## src/rtl/signed_minmax_tracker_pkg.sv

```systemverilog
// Shared types and constants for the signed min/max tracker.
// State encoding plus default widths and saturation limit.
package signed_minmax_tracker_pkg;

  typedef enum logic [1:0] {
    S_FIRST = 2'd0,
    S_ACCUM = 2'd1,
    S_DONE  = 2'd2
  } state_e;

  localparam int unsigned N_DEF       = 32;
  localparam int unsigned CNT_W_DEF   = 16;
  localparam logic [CNT_W_DEF-1:0] CNT_MAX_DEF = '1;

endpackage

```

## src/rtl/signed_minmax_tracker_slt.sv

```systemverilog
// Structural signed less-than: lt_o = (a_i < b_i), two's complement.
// Ripple from LSB; the sign bits override when they differ.
module signed_minmax_tracker_slt #(
  parameter int N = 32
) (
  input  logic [N-1:0] a_i,
  input  logic [N-1:0] b_i,
  output logic         lt_o
);

  logic lt;

  always_comb begin
    lt = 1'b0;
    for (int i = 0; i < N-1; i++) begin
      lt = (~a_i[i] & b_i[i]) |
           (~(a_i[i] ^ b_i[i]) & lt);
    end
    if (a_i[N-1] ^ b_i[N-1]) begin
      lt = a_i[N-1];
    end
    lt_o = lt;
  end

endmodule

```

## src/rtl/signed_minmax_tracker.sv

```systemverilog
// Per-packet running signed min/max/min-index/count tracker.
// One result record per packet on a valid/ready output.
module signed_minmax_tracker
  import signed_minmax_tracker_pkg::*;
#(
  parameter int N       = 32,
  parameter int COUNT_W = 16
) (
  input  logic               clk,
  input  logic               rst,
  input  logic               in_valid,
  output logic               in_ready,
  input  logic [N-1:0]       in_data,
  input  logic               in_last,
  output logic               out_valid,
  input  logic               out_ready,
  output logic [N-1:0]       out_min,
  output logic [N-1:0]       out_max,
  output logic [COUNT_W-1:0] out_min_idx,
  output logic [COUNT_W-1:0] out_count,
  output logic               out_ovf
);

  localparam logic [COUNT_W-1:0] CntMax = '1;
  localparam logic [COUNT_W-1:0] CntOne = COUNT_W'(1);

  state_e             state_q;
  logic               in_ready_q;
  logic               out_valid_q;
  logic [N-1:0]       min_q;
  logic [N-1:0]       max_q;
  logic [COUNT_W-1:0] idx_q;
  logic [COUNT_W-1:0] cnt_q;
  logic [COUNT_W-1:0] cnt_d;
  logic               ovf_q;
  logic               ovf_d;
  logic               min_lt;
  logic               max_lt;

  signed_minmax_tracker_slt #(.N(N)) u_slt_min (
    .a_i  (in_data),
    .b_i  (min_q),
    .lt_o (min_lt)
  );

  signed_minmax_tracker_slt #(.N(N)) u_slt_max (
    .a_i  (max_q),
    .b_i  (in_data),
    .lt_o (max_lt)
  );

  // Counter saturates at all-ones; ovf latches on the first dropped increment.
  always_comb begin
    cnt_d = cnt_q;
    ovf_d = ovf_q;
    if (cnt_q == CntMax) begin
      ovf_d = 1'b1;
    end else begin
      cnt_d = cnt_q + CntOne;
    end
  end

  always_ff @(posedge clk) begin
    if (rst) begin
      state_q     <= S_FIRST;
      in_ready_q  <= 1'b1;
      out_valid_q <= 1'b0;
      min_q       <= '0;
      max_q       <= '0;
      idx_q       <= '0;
      cnt_q       <= '0;
      ovf_q       <= 1'b0;
    end else begin
      unique case (state_q)
        S_FIRST: begin
          if (in_valid) begin
            min_q <= in_data;
            max_q <= in_data;
            idx_q <= '0;
            cnt_q <= CntOne;
            ovf_q <= 1'b0;
            if (in_last) begin
              state_q     <= S_DONE;
              in_ready_q  <= 1'b0;
              out_valid_q <= 1'b1;
            end else begin
              state_q <= S_ACCUM;
            end
          end
        end
        S_ACCUM: begin
          if (in_valid) begin
            if (min_lt) begin
              min_q <= in_data;
              idx_q <= cnt_q;
            end
            if (max_lt) begin
              max_q <= in_data;
            end
            cnt_q <= cnt_d;
            ovf_q <= ovf_d;
            if (in_last) begin
              state_q     <= S_DONE;
              in_ready_q  <= 1'b0;
              out_valid_q <= 1'b1;
            end
          end
        end
        S_DONE: begin
          if (out_ready) begin
            state_q     <= S_FIRST;
            in_ready_q  <= 1'b1;
            out_valid_q <= 1'b0;
          end
        end
        default: begin
          state_q     <= S_FIRST;
          in_ready_q  <= 1'b1;
          out_valid_q <= 1'b0;
        end
      endcase
    end
  end

  assign in_ready    = in_ready_q;
  assign out_valid   = out_valid_q;
  assign out_min     = min_q;
  assign out_max     = max_q;
  assign out_min_idx = idx_q;
  assign out_count   = cnt_q;
  assign out_ovf     = ovf_q;

endmodule

```

## config.mk

```make
export PLATFORM = sky130hd
export DESIGN_NAME = signed_minmax_tracker
export DESIGN_NICKNAME = d
export VERILOG_FILES = /design/src/rtl/signed_minmax_tracker_pkg.sv /design/src/rtl/signed_minmax_tracker_slt.sv /design/src/rtl/signed_minmax_tracker.sv
export SDC_FILE = /design/constraint.sdc
export NUM_CORES = 1
export LEC_CHECK = 0
export ABC_AREA = 1
export BUFFER_PORTS_ARGS = -buffer_cell sky130_fd_sc_hd__buf_2
export CAP_MARGIN = 20
export CORE_ASPECT_RATIO = 0.75
export CORE_MARGIN = 8
export CORE_UTILIZATION = 25
export DETAILED_ROUTE_END_ITERATION = 8
export PLACE_DENSITY = 0.52
export RECOVER_POWER = 25
export SYNTH_ARGS = -nofsm -noshare
export SYNTH_HDL_FRONTEND = slang
export SYNTH_HIERARCHICAL = 1
export SYNTH_SLANG_ARGS = --single-unit
```

## constraint.sdc

```tcl
create_clock -name clk -period 4.2 [get_ports clk]
set_clock_uncertainty 0.15 [all_clocks]
set_input_delay 0 -clock clk [delete_from_list [all_inputs] [get_ports clk]]
set_output_delay 0 -clock clk [all_outputs]
set_load 0.01 [all_outputs]
```

==> results of run 1 <==
-- where the power goes --
part	switching, mW	leakage, nW	internal, mW
Sequential	0.0644	0.835	1.04
Combinational	0.428	3.10	0.330
Clock	0.400	0.145	0.478
-- cell type report --
class,count,share of cell area [%]
clock buffer,10,2.87
clock inverter,5,0.722
inverter,185,8.41
multi-input combinational,550,40.1
sequential,101,24.3
tap,300,4.51
timing repair buffer,214,19.1
-- worst max-delay path, delay by kind of cell (launching register included) --
kind | cells | cell delay (ps)
DFF | 1 | 340
and+or+nand+nor | 59 | 2900
adders and majority gates | 1 | 260
AOI/OAI and AO/OA | 3 | 390
buffers and inverters | 4 | 520
-- metrics by stage --
stage	TNS, ps	hold slack (ps)	utilization [%]	total power, mW
2_1_floorplan	0	14.2	-	1.46
3_3_place_gp	-34940	156	30.5	1.71
6_report	-29720	315	36.3	2.74
4_1_cts	-37590	311	35.2	2.73
5_1_grt	-88120	345	36.3	2.92
3_5_place_dp	-35840	159	30.5	1.72
-- repair_timing --
action | CTS | global route
pin swaps | 5 | 18
endpoints found under the hold margin | 75 | 0
gates cloned | 4 | 5
hold buffers | 39 | 0
setup buffers | 8 | 1
endpoints found under the setup margin | 80 | 80
gates resized for setup | 100 | 75
-- worst paths after layout --
kind,to,start,slack (ps),cells after the start
hold reg to reg,out_ovf$_SDFFE_PP0P_,out_ovf$_SDFFE_PP0P_,310,2
setup / recovery,out_max[11]$_SDFFE_PP0P_,out_max[1]$_SDFFE_PP0P_,-440,67
hold / removal,out_ovf$_SDFFE_PP0P_,out_ovf$_SDFFE_PP0P_,310,2
setup reg to reg,out_max[11]$_SDFFE_PP0P_,out_max[1]$_SDFFE_PP0P_,-440,67
-- logic make-up after synthesis --
group / count (synthesis) / synth area share (%)
AO/OA/AOI/OAI: 153 / 13.8
AND/OR/NAND/NOR: 334 / 23.7
flip-flops: 101 / 34.9
XOR/XNOR: 2 / 0.302
adder cells (fa/ha/maj): 61 / 13.2
buffers and inverters: 215 / 14.2
-- registers in the layout, summed over array words and instances, names as in the netlist --
| register | flops |
|---|---|
| out_max | 32 |
| out_min | 32 |
| out_count | 16 |
| out_min_idx | 16 |
| state_q | 2 |
| in_ready | 1 |
| out_ovf | 1 |
| out_valid | 1 |
-- metal layers --
| layer | vias up | wire, µm |
|---|---|---|
| met5 | - | 0 |
| met3 | 13 | 1480 |
| met4 | 0 | 172 |
| met2 | 133 | 7830 |
| li1 | 3076 | - |
| met1 | 2577 | 9730 |
-- cells in the final DEF (no fill, tap or decap), types with 18 or more instances in the layout --
cell | synthesis | final
sky130_fd_sc_hd__clkbuf_1 | 22 | 30
sky130_fd_sc_hd__dlygate4sd3_1 | 0 | 39
sky130_fd_sc_hd__dfxtp_1 | 101 | 99
sky130_fd_sc_hd__nor2_1 | 117 | 113
sky130_fd_sc_hd__buf_2 | 6 | 105
sky130_fd_sc_hd__inv_1 | 183 | 181
sky130_fd_sc_hd__buf_4 | 0 | 18
sky130_fd_sc_hd__a21oi_2 | 5 | 31
sky130_fd_sc_hd__nand2_1 | 180 | 177
sky130_fd_sc_hd__o21ai_2 | 2 | 46
sky130_fd_sc_hd__o21ai_0 | 85 | 27
sky130_fd_sc_hd__a21oi_1 | 57 | 31
sky130_fd_sc_hd__ha_1 | 61 | 59
==> out/qor.log, run 1 <==
INFO  detailed_routing drt-pass1-iter-count=4
INFO  synth          post_synth_inst_count=866
INFO  cts            clkTransAtPathRegs=70ps
INFO  detailed_routing detail_route.wirelength=19.2mm
INFO  grt            grt.met2_usage=19.3%
INFO  power_and_ir_drop power.leakage=4.08nW
INFO  setup_path     start_kind=flip-flop
INFO  grt            routing_usage_on_met1=18.4%
INFO  synth          synth_sequential_area_ratio=34.9%
INFO  synth          synth.top_cells.by_area=sky130_fd_sc_hd__dfxtp_1, sky130_fd_sc_hd__ha_1, sky130_fd_sc_hd__inv_1
INFO  synth          post-synth-top-area-cell=sky130_fd_sc_hd__dfxtp_1
INFO  grt            grt_pass1_vias=5556
INFO  detailed_routing routed-via-count=5799
INFO  cts            clock_tree_from_tritoncts=built
INFO  setup_path     cp_common_cell=sky130_fd_sc_hd__nand2_1
INFO  grt            groute.usage.overall=13.1%
INFO  die            core=22900µm²
INFO  setup_path     worst-endpoint-arrival=4770ps
INFO  layout         share_of_layout_cells_above_drive_strength_1=25.2%
INFO  sta            achievable-frequency=0.216GHz
INFO  synth          post-synth-top-count-cell=sky130_fd_sc_hd__inv_1
INFO  die            design.portCount=136
INFO  synth          yosysTopAreaCellShare=34.9%
INFO  setup_path     crit_path_end_kind=flip-flop
INFO  cts            root_buffer=sky130_fd_sc_hd__clkbuf_16
INFO  layout         insertedDiodeCount=0
INFO  die            dieHeight=148µm
INFO  die            fp.dieArea=28400µm²
INFO  synth          syn_area=5800µm²
INFO  place          placement.setup.worst_slack=-569ps
INFO  layout         final.fill_count=2470
INFO  cts            clock_path_buffers=2
INFO  synth          avgSynthCellArea=6.70µm²
INFO  setup_path     crit_path_kind=reg -> reg
INFO  status         violations=setup timing
INFO  layout         final-seq-area=2020µm²
INFO  setup_path     critical-path-slowest-cell=sky130_fd_sc_hd__dfxtp_2
INFO  sta            timing.final.setup_violations=80
INFO  sta            worst_setup_margin=-438ps
INFO  layout         fin_nets=1159
INFO  sta            grt_setup_unrepaired=true
INFO  place          numPortBuffers=135
INFO  setup_path     critPathMaxStageDelay=340ps
INFO  layout         syn2layout_area_growth=43.4%
INFO  place          finalWeightedCongestion=0.810
INFO  detailed_routing drt.antenna.violating_nets=0
INFO  synth          synth_seq_cells=101
INFO  power_and_ir_drop power.density=329nW/µm²
INFO  synth          synth-edff-count=0
INFO  layout         stdcell_count=1365
INFO  setup_path     worst_ep_required=4330ps
INFO  run            max_cap_violations=0
INFO  setup_path     worstPathMaxFanout=5
INFO  sta            report.final.slew_viol_count=0
INFO  place          hpwlAfterDp=13.2mm
INFO  layout         final_design_area_no_fill=8320µm²
INFO  grt            globalRouteOverflowTotal=0
INFO  synth          async_reset_ff_share=0%
INFO  grt            grt_busiest_layer=met2
INFO  place          place_area=6990µm²
INFO  cts            cts-htree-levels=3
INFO  detailed_routing wire_per_inst=14.1µm
INFO  layout         area_used_by_multi_input_combinational_logic=3330µm²
INFO  grt            maximum_number_of_pins_on_one_net_before_global_route_repair=48
INFO  place          place_inst=1296
INFO  sta            measured_slew_at_the_worst_slew_check_pin=991ps
INFO  synth          synth.lib_cells_used.distinct=28
INFO  min_path       hold_path.class=reg -> reg
INFO  synth          synth-main-ff-cell=sky130_fd_sc_hd__dfxtp_1
INFO  grt            grt_first_pass_wirelength=30.0mm
INFO  sta            finalHoldViolCount=0
INFO  sta            min_period=4640ps
INFO  sta            headroom_to_the_max_slew_limit=33.8%
INFO  detailed_routing vias_per_cell=4.25
INFO  synth          synth.top_cells.by_count=sky130_fd_sc_hd__inv_1, sky130_fd_sc_hd__nand2_1, sky130_fd_sc_hd__nor2_1
INFO  die            chipWidth=192µm
INFO  sta            layout_worst_path_cycle_share=110%
INFO  die            start_util=25.3%
INFO  die            floorplan.rows=48
INFO  cts            cts-buffers-inserted=9
INFO  grt            groute.layer.met3.usage=4.14%
INFO  synth          postSynthNetCount=964
INFO  detailed_routing remaining_drc_errors=0
INFO  cts            clock_latency=350ps
INFO  status         status=complete, but fails checks
INFO  cts            clock_sinks=101
INFO  power_and_ir_drop max-vdd-ir-drop=0.191mV
INFO  grt            antenna_found_initial=0
INFO  synth          yosys_warnings=6
INFO  detailed_routing initialDrtViolationCount=254
No activity file was read; power rests on OpenSTA's default activity.
==> run 2, diff against run 1 <==
clock period = 4.05 ns   (was 4.2 ns; I/O delays follow)
==> out/qor.log, run 2 (same netlist as run 1, synthesis figures left out) <==
INFO  cts            clock_sinks=101 [unchanged]
INFO  layout         share_of_layout_cells_above_drive_strength_1=27.7% [+2.6 points]
INFO  place          finalWeightedCongestion=0.779 [-3.9%]
INFO  die            chipWidth=192µm [unchanged]
INFO  die            fp.dieArea=28400µm² [unchanged]
INFO  sta            min_period=4710ps [+75.4 ps]
INFO  place          placement.setup.worst_slack=-793ps [-224 ps]
INFO  detailed_routing remaining_drc_errors=0 [unchanged]
INFO  setup_path     cp_common_cell=sky130_fd_sc_hd__nand2_1
INFO  layout         stdcell_count=1368 [+0.22%]
INFO  die            design.portCount=136 [unchanged]
INFO  place          place_inst=1301 [+0.39%]
INFO  cts            cts-htree-levels=3 [unchanged]
INFO  cts            root_buffer=sky130_fd_sc_hd__clkbuf_16
INFO  setup_path     crit_path_kind=reg -> reg
INFO  power_and_ir_drop power.density=344nW/µm² [+4.5%]
INFO  grt            grt_pass1_vias=5560 [+0.072%]
INFO  setup_path     worstPathMaxFanout=6 [+1]
INFO  setup_path     start_kind=flip-flop
INFO  setup_path     critical-path-slowest-cell=sky130_fd_sc_hd__dfxtp_2
INFO  grt            groute.usage.overall=13.3% [+0.14 points]
INFO  min_path       hold_path.class=reg -> reg
INFO  run            max_cap_violations=0 [unchanged]
INFO  layout         final_design_area_no_fill=8430µm² [+1.4%]
INFO  detailed_routing wire_per_inst=13.9µm [-1.1%]
INFO  detailed_routing vias_per_cell=4.22 [-0.56%]
INFO  grt            grt_busiest_layer=met2
INFO  layout         final.fill_count=2428 [-1.7%]
INFO  setup_path     crit_path_end_kind=flip-flop
INFO  sta            report.final.slew_viol_count=0 [unchanged]
INFO  grt            maximum_number_of_pins_on_one_net_before_global_route_repair=64 [+33%]
INFO  detailed_routing drt-pass1-iter-count=4 [unchanged]
INFO  place          hpwlAfterDp=13.0mm [-1.4%]
INFO  detailed_routing initialDrtViolationCount=266 [+4.7%]
INFO  power_and_ir_drop fin_total_pwr=2.90mW [+6.0%]
INFO  place          numPortBuffers=135 [unchanged]
INFO  setup_path     timing.critical_path.buf_inv=3 [-1]
INFO  detailed_routing detail_route.wirelength=19.0mm [-0.90%]
INFO  layout         syn2layout_area_growth=45.4%
INFO  sta            holdWs=320ps [+5.01 ps]
INFO  detailed_routing drt.antenna.violating_nets=0 [unchanged]
INFO  status         violations=setup timing
INFO  sta            achievable-frequency=0.212GHz [-1.6%]
INFO  setup_path     worst_ep_required=4180ps [-150 ps]
INFO  cts            cts-buffers-inserted=9 [unchanged]
INFO  layout         most-common-layout-cells=sky130_fd_sc_hd__inv_1, sky130_fd_sc_hd__nand2_1, sky130_fd_sc_hd__buf_2
INFO  setup_path     critPathMaxStageDelay=330ps [about the same]
INFO  status         status=complete, but fails checks
INFO  cts            clock_path_buffers=2 [unchanged]
INFO  grt            grt.met2_usage=19.1% [-0.12 points]
INFO  layout         fin_nets=1160 [+0.086%]
INFO  die            dieHeight=148µm [unchanged]
INFO  grt            groute.layer.met3.usage=4.07% [-0.071 points]
INFO  power_and_ir_drop max-vdd-ir-drop=0.244mV [+27%]
INFO  grt            globalRouteOverflowTotal=0 [unchanged]
INFO  sta            layout_worst_path_cycle_share=116% [+6.0 points]
INFO  sta            measured_slew_at_the_worst_slew_check_pin=555ps [-436 ps]
INFO  sta            worst_setup_margin=-663ps [-225 ps]
INFO  grt            grt_first_pass_wirelength=30.0mm [about the same]
INFO  layout         mostFrequentLayoutCell=sky130_fd_sc_hd__inv_1
INFO  power_and_ir_drop power.leakage=4.10nW [+0.52%]
INFO  die            start_util=25.3% [unchanged]
INFO  cts            clock_latency=360ps [about the same]
INFO  die            core=22900µm² [unchanged]
INFO  sta            grt_setup_unrepaired=true
INFO  grt            routing_usage_on_met1=19.0% [+0.61 points]
INFO  cts            clkTransAtPathRegs=80ps [about the same]
INFO  setup_path     worst-endpoint-arrival=4840ps [+70 ps]
INFO  sta            timing.final.setup_violations=80 [unchanged]
INFO  sta            finalHoldViolCount=0 [unchanged]
INFO  place          place_area=7040µm² [+0.75%]
INFO  setup_path     path_delay_family=simple AND/OR/NAND/NOR gates
INFO  sta            headroom_to_the_max_slew_limit=62.9% [+29 points]
INFO  grt            antenna_found_initial=1 [+1]
INFO  die            floorplan.rows=48 [unchanged]
INFO  cts            clock_tree_from_tritoncts=built
INFO  detailed_routing routed-via-count=5779 [-0.34%]
## run 2: cell count changes in the layout (fill, tap and decap cells not counted), sizes merged
cell | before | now
dlygate4sd3 | 39 | 37
clkbuf | 44 | 40
inv | 185 | 186
buf | 141 | 149
diode | 0 | 1
clkinv | 3 | 2
## run 2: path summary, 6_finish.rpt
check / start / to / slack (ps) / depth (start not counted)
max: out_max[1]$_SDFFE_PP0P_ / out_max[22]$_SDFFE_PP0P_ / -660 / 66
min: out_max[30]$_SDFFE_PP0P_ / out_max[30]$_SDFFE_PP0P_ / 320 / 2
max reg2reg: out_max[1]$_SDFFE_PP0P_ / out_max[22]$_SDFFE_PP0P_ / -660 / 66
min reg2reg: out_max[30]$_SDFFE_PP0P_ / out_max[30]$_SDFFE_PP0P_ / 320 / 2
## run 2: metal layers
layer,wire length [µm],vias up
met5,0,-
met4,79,0
met3,1340,6
met2,7680,124
met1,9940,2565
li1,-,3084
## run 2: layout make-up
cell class | count | area, µm² | area share [%]
Antenna cell | 1 | 2.50 | 0.0297
Inverter | 185 | 699 | 8.29
Clock inverter | 5 | 66.3 | 0.786
Clock buffer | 11 | 253 | 3.00
Multi-Input combinational cell | 550 | 3440 | 40.8
Tap cell | 300 | 375 | 4.45
Timing Repair Buffer | 215 | 1570 | 18.6
Sequential cell | 101 | 2030 | 24.0
## run 2: worst register-to-register path, delay by kind of cell, from the launching register on
| family | cells | cell delay, ps |
|---|---|---|
| fa+ha+maj | 1 | 250 |
| flops | 1 | 330 |
| simple gates | 59 | 3040 |
| buf+inv | 3 | 380 |
| compound gates | 3 | 450 |
## run 2: what timing repair did
| action | in CTS | in global routing |
|---|---|---|
| buffers inserted | 9 | 0 |
| hold buffers | 37 | 0 |
| gates cloned | 7 | 1 |
| hold endpoints to repair | 75 | 0 |
| resized for setup | 70 | 152 |
| endpoints found under the setup margin | 80 | 80 |
| pin swaps | 8 | 32 |
## run 2: report_power, final
group	total, mW	internal, mW	leakage, nW	switching (mW)
logic	0.803	0.345	3.11	0.458
clock network	0.953	0.522	0.154	0.431
registers	1.15	1.08	0.835	0.0707
## run 2: metrics by stage
| step | TNS (ps) | utilization, % |
|---|---|---|
| floorplan | -39.8 | - |
| global placement | -51440 | 30.8 |
| detailed placement | -53300 | 30.8 |
| CTS | -51580 | 35.6 |
| global route | -97430 | 36.9 |
| finish | -48920 | 36.9 |
